## config.mk

```make
export PLATFORM = sky130hd
export DESIGN_NAME = exec_unit_mc
export DESIGN_NICKNAME = d
export VERILOG_FILES = /design/src/rtl/exec_unit_mc.sv
export SDC_FILE = /design/constraint.sdc
export NUM_CORES = 1
export LEC_CHECK = 0
export ABC_CLOCK_PERIOD_IN_PS = 8850
export CELL_PAD_IN_SITES_DETAIL_PLACEMENT = 0
export CELL_PAD_IN_SITES_GLOBAL_PLACEMENT = 1
export CORE_ASPECT_RATIO = 0.7
export CORE_MARGIN = 1
export CORE_UTILIZATION = 50
export CTS_CLUSTER_SIZE = 8
export DETAILED_ROUTE_END_ITERATION = 10
export PLACE_DENSITY_LB_ADDON = 0.1
export SETUP_SLACK_MARGIN = 0.3
export SYNTH_ARGS = -nofsm -noshare
export SYNTH_HDL_FRONTEND = slang
export SYNTH_SLANG_ARGS = --single-unit
export TNS_END_PERCENT = 1
```

## constraint.sdc

```tcl
create_clock -name clk -period 8.85 [get_ports clk]
set_input_delay 2.2125 -clock clk [delete_from_list [all_inputs] [get_ports clk]]
set_output_delay 2.2125 -clock clk [all_outputs]
set_load 0.05 [all_outputs]
```

## src/rtl/exec_unit_mc.sv

```systemverilog
// Multi-cycle execution unit: single-cycle logic/shift/add ops plus iterative
// shift-add multiply and restoring divide, with a valid/ready handshake on both sides.
module exec_unit_mc #(
  parameter int XLEN = 32
) (
  input  logic            clk,
  input  logic            rst,
  input  logic            flush,
  input  logic            in_valid,
  output logic            in_ready,
  input  logic [XLEN-1:0] data_A,
  input  logic [XLEN-1:0] data_B,
  input  logic [3:0]      ALU_OP,
  output logic            out_valid,
  input  logic            out_ready,
  output logic [XLEN-1:0] ALU_OUT,
  output logic            zero,
  output logic            busy
);

  localparam int SHW = $clog2(XLEN);
  localparam int CW  = SHW + 1;
  localparam logic [CW-1:0] LAST_STEP = CW'(XLEN - 1);

  localparam logic [1:0] IDLE = 2'd0;
  localparam logic [1:0] BUSY = 2'd1;
  localparam logic [1:0] DONE = 2'd2;

  logic [1:0]        state;
  logic [CW-1:0]     cnt;
  logic              is_div;   // divide vs multiply
  logic              take_hi;  // mulhu / remu read the upper half
  logic [XLEN-1:0]   m_q;      // multiplicand or divisor
  logic [2*XLEN-1:0] p;        // {accumulator/remainder, multiplier/quotient}

  logic [SHW-1:0]    shamt;
  logic [XLEN-1:0]   fast_res;
  logic              is_iter;
  logic [XLEN:0]     mul_sum;
  logic [XLEN:0]     div_shift;
  logic [XLEN:0]     div_diff;
  logic [2*XLEN-1:0] p_next;
  logic [XLEN-1:0]   step_res;

  assign in_ready  = (state == IDLE);
  assign out_valid = (state == DONE);
  assign busy      = (state == BUSY);
  assign is_iter   = (ALU_OP >= 4'b1010) && (ALU_OP <= 4'b1101);
  assign shamt     = data_B[SHW-1:0];

  // NOTE: every signal written in an always_comb gets a default first so no latch is inferred.
  always_comb begin
    fast_res = '0;
    case (ALU_OP)
      4'b0000: fast_res = data_A & data_B;
      4'b0001: fast_res = data_A | data_B;
      4'b0010: fast_res = data_A ^ data_B;
      4'b0011: fast_res = data_A << shamt;
      4'b0100: fast_res = data_A >> shamt;
      4'b0101: fast_res = data_A + data_B;
      4'b0110: fast_res = data_A - data_B;
      4'b0111: fast_res = $signed(data_A) >>> shamt;
      4'b1000: fast_res = {{(XLEN-1){1'b0}}, $signed(data_A) < $signed(data_B)};
      4'b1001: fast_res = {{(XLEN-1){1'b0}}, data_A < data_B};
      default: fast_res = '0;
    endcase
  end

  // One iteration: multiply adds m_q when the multiplier LSB is set then shifts right;
  // divide shifts the next dividend bit into the remainder and subtracts if it fits.
  always_comb begin
    mul_sum   = {1'b0, p[2*XLEN-1:XLEN]} + (p[0] ? {1'b0, m_q} : '0);
    div_shift = {p[2*XLEN-1:XLEN], p[XLEN-1]};
    div_diff  = div_shift - {1'b0, m_q};
    if (is_div)
      p_next = {(div_diff[XLEN] ? div_shift[XLEN-1:0] : div_diff[XLEN-1:0]),
                p[XLEN-2:0], ~div_diff[XLEN]};
    else
      p_next = {mul_sum, p[XLEN-1:1]};
    step_res = take_hi ? p_next[2*XLEN-1:XLEN] : p_next[XLEN-1:0];
  end

  // NOTE: all sequential state is assigned with <= so every register samples pre-edge values.
  always_ff @(posedge clk or posedge rst) begin
    if (rst) begin
      state   <= IDLE;
      cnt     <= '0;
      is_div  <= 1'b0;
      take_hi <= 1'b0;
      m_q     <= '0;
      p       <= '0;
      ALU_OUT <= '0;
      zero    <= 1'b1;
    end else if (flush) begin
      state <= IDLE;
      cnt   <= '0;
    end else begin
      case (state)
        IDLE: if (in_valid) begin
          if (is_iter) begin
            is_div  <= ALU_OP[2];
            take_hi <= ALU_OP[0];
            m_q     <= ALU_OP[2] ? data_B : data_A;
            p       <= {{XLEN{1'b0}}, (ALU_OP[2] ? data_A : data_B)};
            cnt     <= '0;
            state   <= BUSY;
          end else begin
            ALU_OUT <= fast_res;
            zero    <= (fast_res == '0);
            state   <= DONE;
          end
        end
        BUSY: begin
          p   <= p_next;
          cnt <= cnt + CW'(1);
          if (cnt == LAST_STEP) begin
            ALU_OUT <= step_res;
            zero    <= (step_res == '0);
            state   <= DONE;
          end
        end
        DONE: if (out_ready) state <= IDLE;
        default: state <= IDLE;
      endcase
    end
  end

endmodule
```

==> flow_metrics.env <==
export IMPL_first_iter_violations=3776
export IMPL_cts_inserted_buffers=17
export IMPL_synth_main_ff_cell="dfrtp_1"
export IMPL_arrival_ps=7500
export IMPL_portBuffers=108
export IMPL_antenna_left=0
export IMPL_cts_setup_buffers=0
export IMPL_drive_gt1_share_pct=8.217
export IMPL_critical_path_class="input pin to flip-flop"
export IMPL_utilization_pct=55.75
export IMPL_p_seq_share_pct=19.4
export IMPL_cts_resized=0
export IMPL_vias_per_cell=6.992
export IMPL_synth_top_area_share_pct=15.96
export IMPL_finalNetCount=3162
export IMPL_power_density_nw_per_um2=237.9
export IMPL_register_area_um2=3485
export IMPL_synth_cell_types=91
export IMPL_p_comb_share_pct=66.5
export IMPL_top_usage_layer="met1"
export IMPL_grt_start_max_net_pins=97
export IMPL_die_area_um2=44130
export IMPL_p_clk_share_pct=14.1
export IMPL_cts_tree="built"
export IMPL_p_leak_nw=10.44
export IMPL_yosysSeqAreaShare_pct=16.08
export IMPL_preCtsSetupSlack_ps=1574
export IMPL_fmax_mhz=140.7
export IMPL_grt_pass1_wl_um=144500
export IMPL_pin_count=109
export IMPL_finalHoldViolCount=0
export IMPL_num_rows=63
export IMPL_fp_dieW_um=250.6
export IMPL_setup_viol=0
export IMPL_avgSynthCellArea_um2=7.337
export IMPL_fillers=4080
export IMPL_tns_ps=0
export IMPL_start_util_pct=50.93
export IMPL_place_gp_congestion=1.162
export IMPL_clkLatencyLatePin_ps=450
export IMPL_relSlewSlack_pct=-12.35
export IMPL_status="finished with violations"
export IMPL_drc=0
export IMPL_power_share_switching_pct=52.33
export IMPL_root_buffer="clkbuf_16"
export IMPL_grt_usage_pct=43.75
export IMPL_ys_ff_latch=139
export IMPL_antenna_found_initial=5
export IMPL_clk_pin_slew_ps=70
export IMPL_coreArea_um2=42490
export IMPL_globalRouteMet3Util_pct=16.25
export IMPL_critPathLaunchType="input pin"
export IMPL_violations="slew limit"
export IMPL_setup_slack_ps=1743
export IMPL_cts_hold_buf=0
export IMPL_maxCapViolCount=0
export IMPL_grt_pass1_vias=21920
export IMPL_r2r_slack_ps=2830
export IMPL_wl_per_cell_um=28.42
export IMPL_synth_edff_count=0
export IMPL_htree_levels=4
export IMPL_dp_hpwl_um=76960
export IMPL_fin_skew_ps=15.06
export IMPL_internal_power_w=0.002687
export IMPL_worstPathRequired_ps=9240
export IMPL_async_flop_share_pct=100.0
export IMPL_min_path_type="flip-flop to flip-flop"
export IMPL_cts_sinks=139
export IMPL_rsz0062_at_grt="false"
export IMPL_met1_usage_pct=64.44
export IMPL_syn_nets=3191
export IMPL_routed_wl_um=99090
export IMPL_grt_ovfl_total=0
export IMPL_die_y_um=176.1
export IMPL_worstPathMaxFanout=54
export IMPL_vias=24380
export IMPL_area_growth_pct=9.466
export IMPL_synth_area_leaders="dfrtp_1, ha_1, mux2i_1"
export IMPL_p_sw_w=0.002950
export IMPL_fin_crit_sh_pct=80.30
export IMPL_worst_pin_slew_ps=1685
export IMPL_multi_input_area_um2=16680
export IMPL_end_kind="flip-flop"
export IMPL_met2_usage_pct=58.65
export IMPL_power_w=0.005636
export IMPL_cts_path_max_buffers=2
export IMPL_synth_top_cell_by_area="dfrtp_1"
export IMPL_synthesis_instances=2949
export IMPL_yosysWarnings=0
export IMPL_worstRegToRegCells=19
export IMPL_dr_pass1_iters=6
export IMPL_slew_viol_final=5
export IMPL_min_period_ps=7107
export IMPL_syn_area_um2=21640
export IMPL_min_delay_path_depth=1
export IMPL_ir_drop_uv=232.1
==> power by group through the flow <==
stage	logic (W)	registers [W]	clock network [W]
2_1_floorplan	0.00251	0.00111	0
3_3_place_gp	0.00354	0.00108	0
3_5_place_dp	0.00360	0.00109	0
4_1_cts	0.00363	0.00108	0.000787
5_1_grt	0.00403	0.00111	0.000814
6_report	0.00375	0.00109	0.000794
==> final timing paths <==
path | start | endpoint
setup / recovery | data_B[0] | zero
min in group asynchronous | rst | m_q[28]
hold / removal | ALU_OUT[12] | ALU_OUT[12]
hold reg to reg | ALU_OUT[12] | ALU_OUT[12]
max in group asynchronous | rst | is_div
setup reg to reg | p[31] | zero
==> cells by family after synthesis <==
family,count (synthesis),synth area share (%)
AO/OA/AOI/OAI,993,29.75
XOR/XNOR,79,3.198
adder cells (fa/ha/maj),169,9.911
buffers and inverters,394,6.985
flip-flops,139,16.08
multiplexers,253,14.48
AND/OR/NAND/NOR,922,19.59
==> synth_stat cells (all sizes together) (11+ instances only) <==
cell / count
a211o: 14
a211oi: 50
a21o: 41
a21oi: 234
a221oi: 22
a22o: 17
a22oi: 11
a31oi: 28
and2: 48
and3: 16
buf: 57
clkbuf: 163
dfrtp: 138
ha: 165
inv: 168
mux2: 51
mux2i: 159
mux4: 43
nand2: 359
nand2b: 37
nand3: 61
nand4: 19
nor2: 230
nor2b: 29
nor3: 49
nor4: 17
o2111ai: 11
o211ai: 51
o21a: 20
o21ai: 294
o21bai: 17
o221ai: 23
o22ai: 30
o31ai: 20
or2: 13
or3: 12
xnor2: 47
xor2: 32
==> stage by stage <==
step	cells	hold WS, ps	area [um2]
after global placement	3453	460.4	23060
after detailed placement	3453	465.6	23060
final	3487	477.6	23690
after floorplan	2949	462.1	21640
after global routing	3485	487.7	23680
after CTS	3485	480.1	23680
==> placed cells by master (no fill, tap or decap), drive strengths merged, types with 30 or more instances in the layout <==
cell type / n
mux2i: 159
ha: 165
a21o: 41
o21ai: 294
mux2: 51
o22ai: 30
nand2: 359
a21oi: 234
mux4: 43
nand3: 61
xor2: 32
o211ai: 51
a211oi: 50
nor2: 230
clkdlybuf4s50: 102
nor3: 49
nand2b: 37
xnor2: 47
buf: 70
dfrtp: 138
and2: 48
inv: 171
==> metal layers <==
| metal | wire length, um | up-vias | part of all wire [%] |
|---|---|---|---|
| met2 | 38430 | 1671 | 39 |
| met5 | 83 | - | 0.084 |
| li1 | - | 10740 | - |
| met4 | 2659 | 4 | 2.7 |
| met3 | 13930 | 188 | 14 |
| met1 | 43990 | 11780 | 44 |
==> worst max-delay path: stages <==
cell	delay (ps)
buf_4	620
clkinv_1	280
buf_4	300
mux4_2	470
nor2_1	50
a21oi_1	550
o221ai_1	470
a221oi_1	520
nand2_1	240
nor4_1	520
and4_1	410
nor4b_1	270
nand4_1	170
o31ai_1	240
a31o_1	130
==> state kept, by name (all words and copies together) (netlist names) <==
register	count
p	64
ALU_OUT	32
m_q	32
cnt	6
state	2
is_div	1
take_hi	1
zero	1
==> area by class of cell <==
class	count	area share, %
diodes	2	0.02113
clock inverters	13	0.8082
clock buffers	19	1.828
well taps	552	2.916
repair buffers	172	6.497
multi-input cells	2416	70.44
flip-flops and latches	139	14.71
inverters	174	2.779
(Power assumes the default switching activity.)
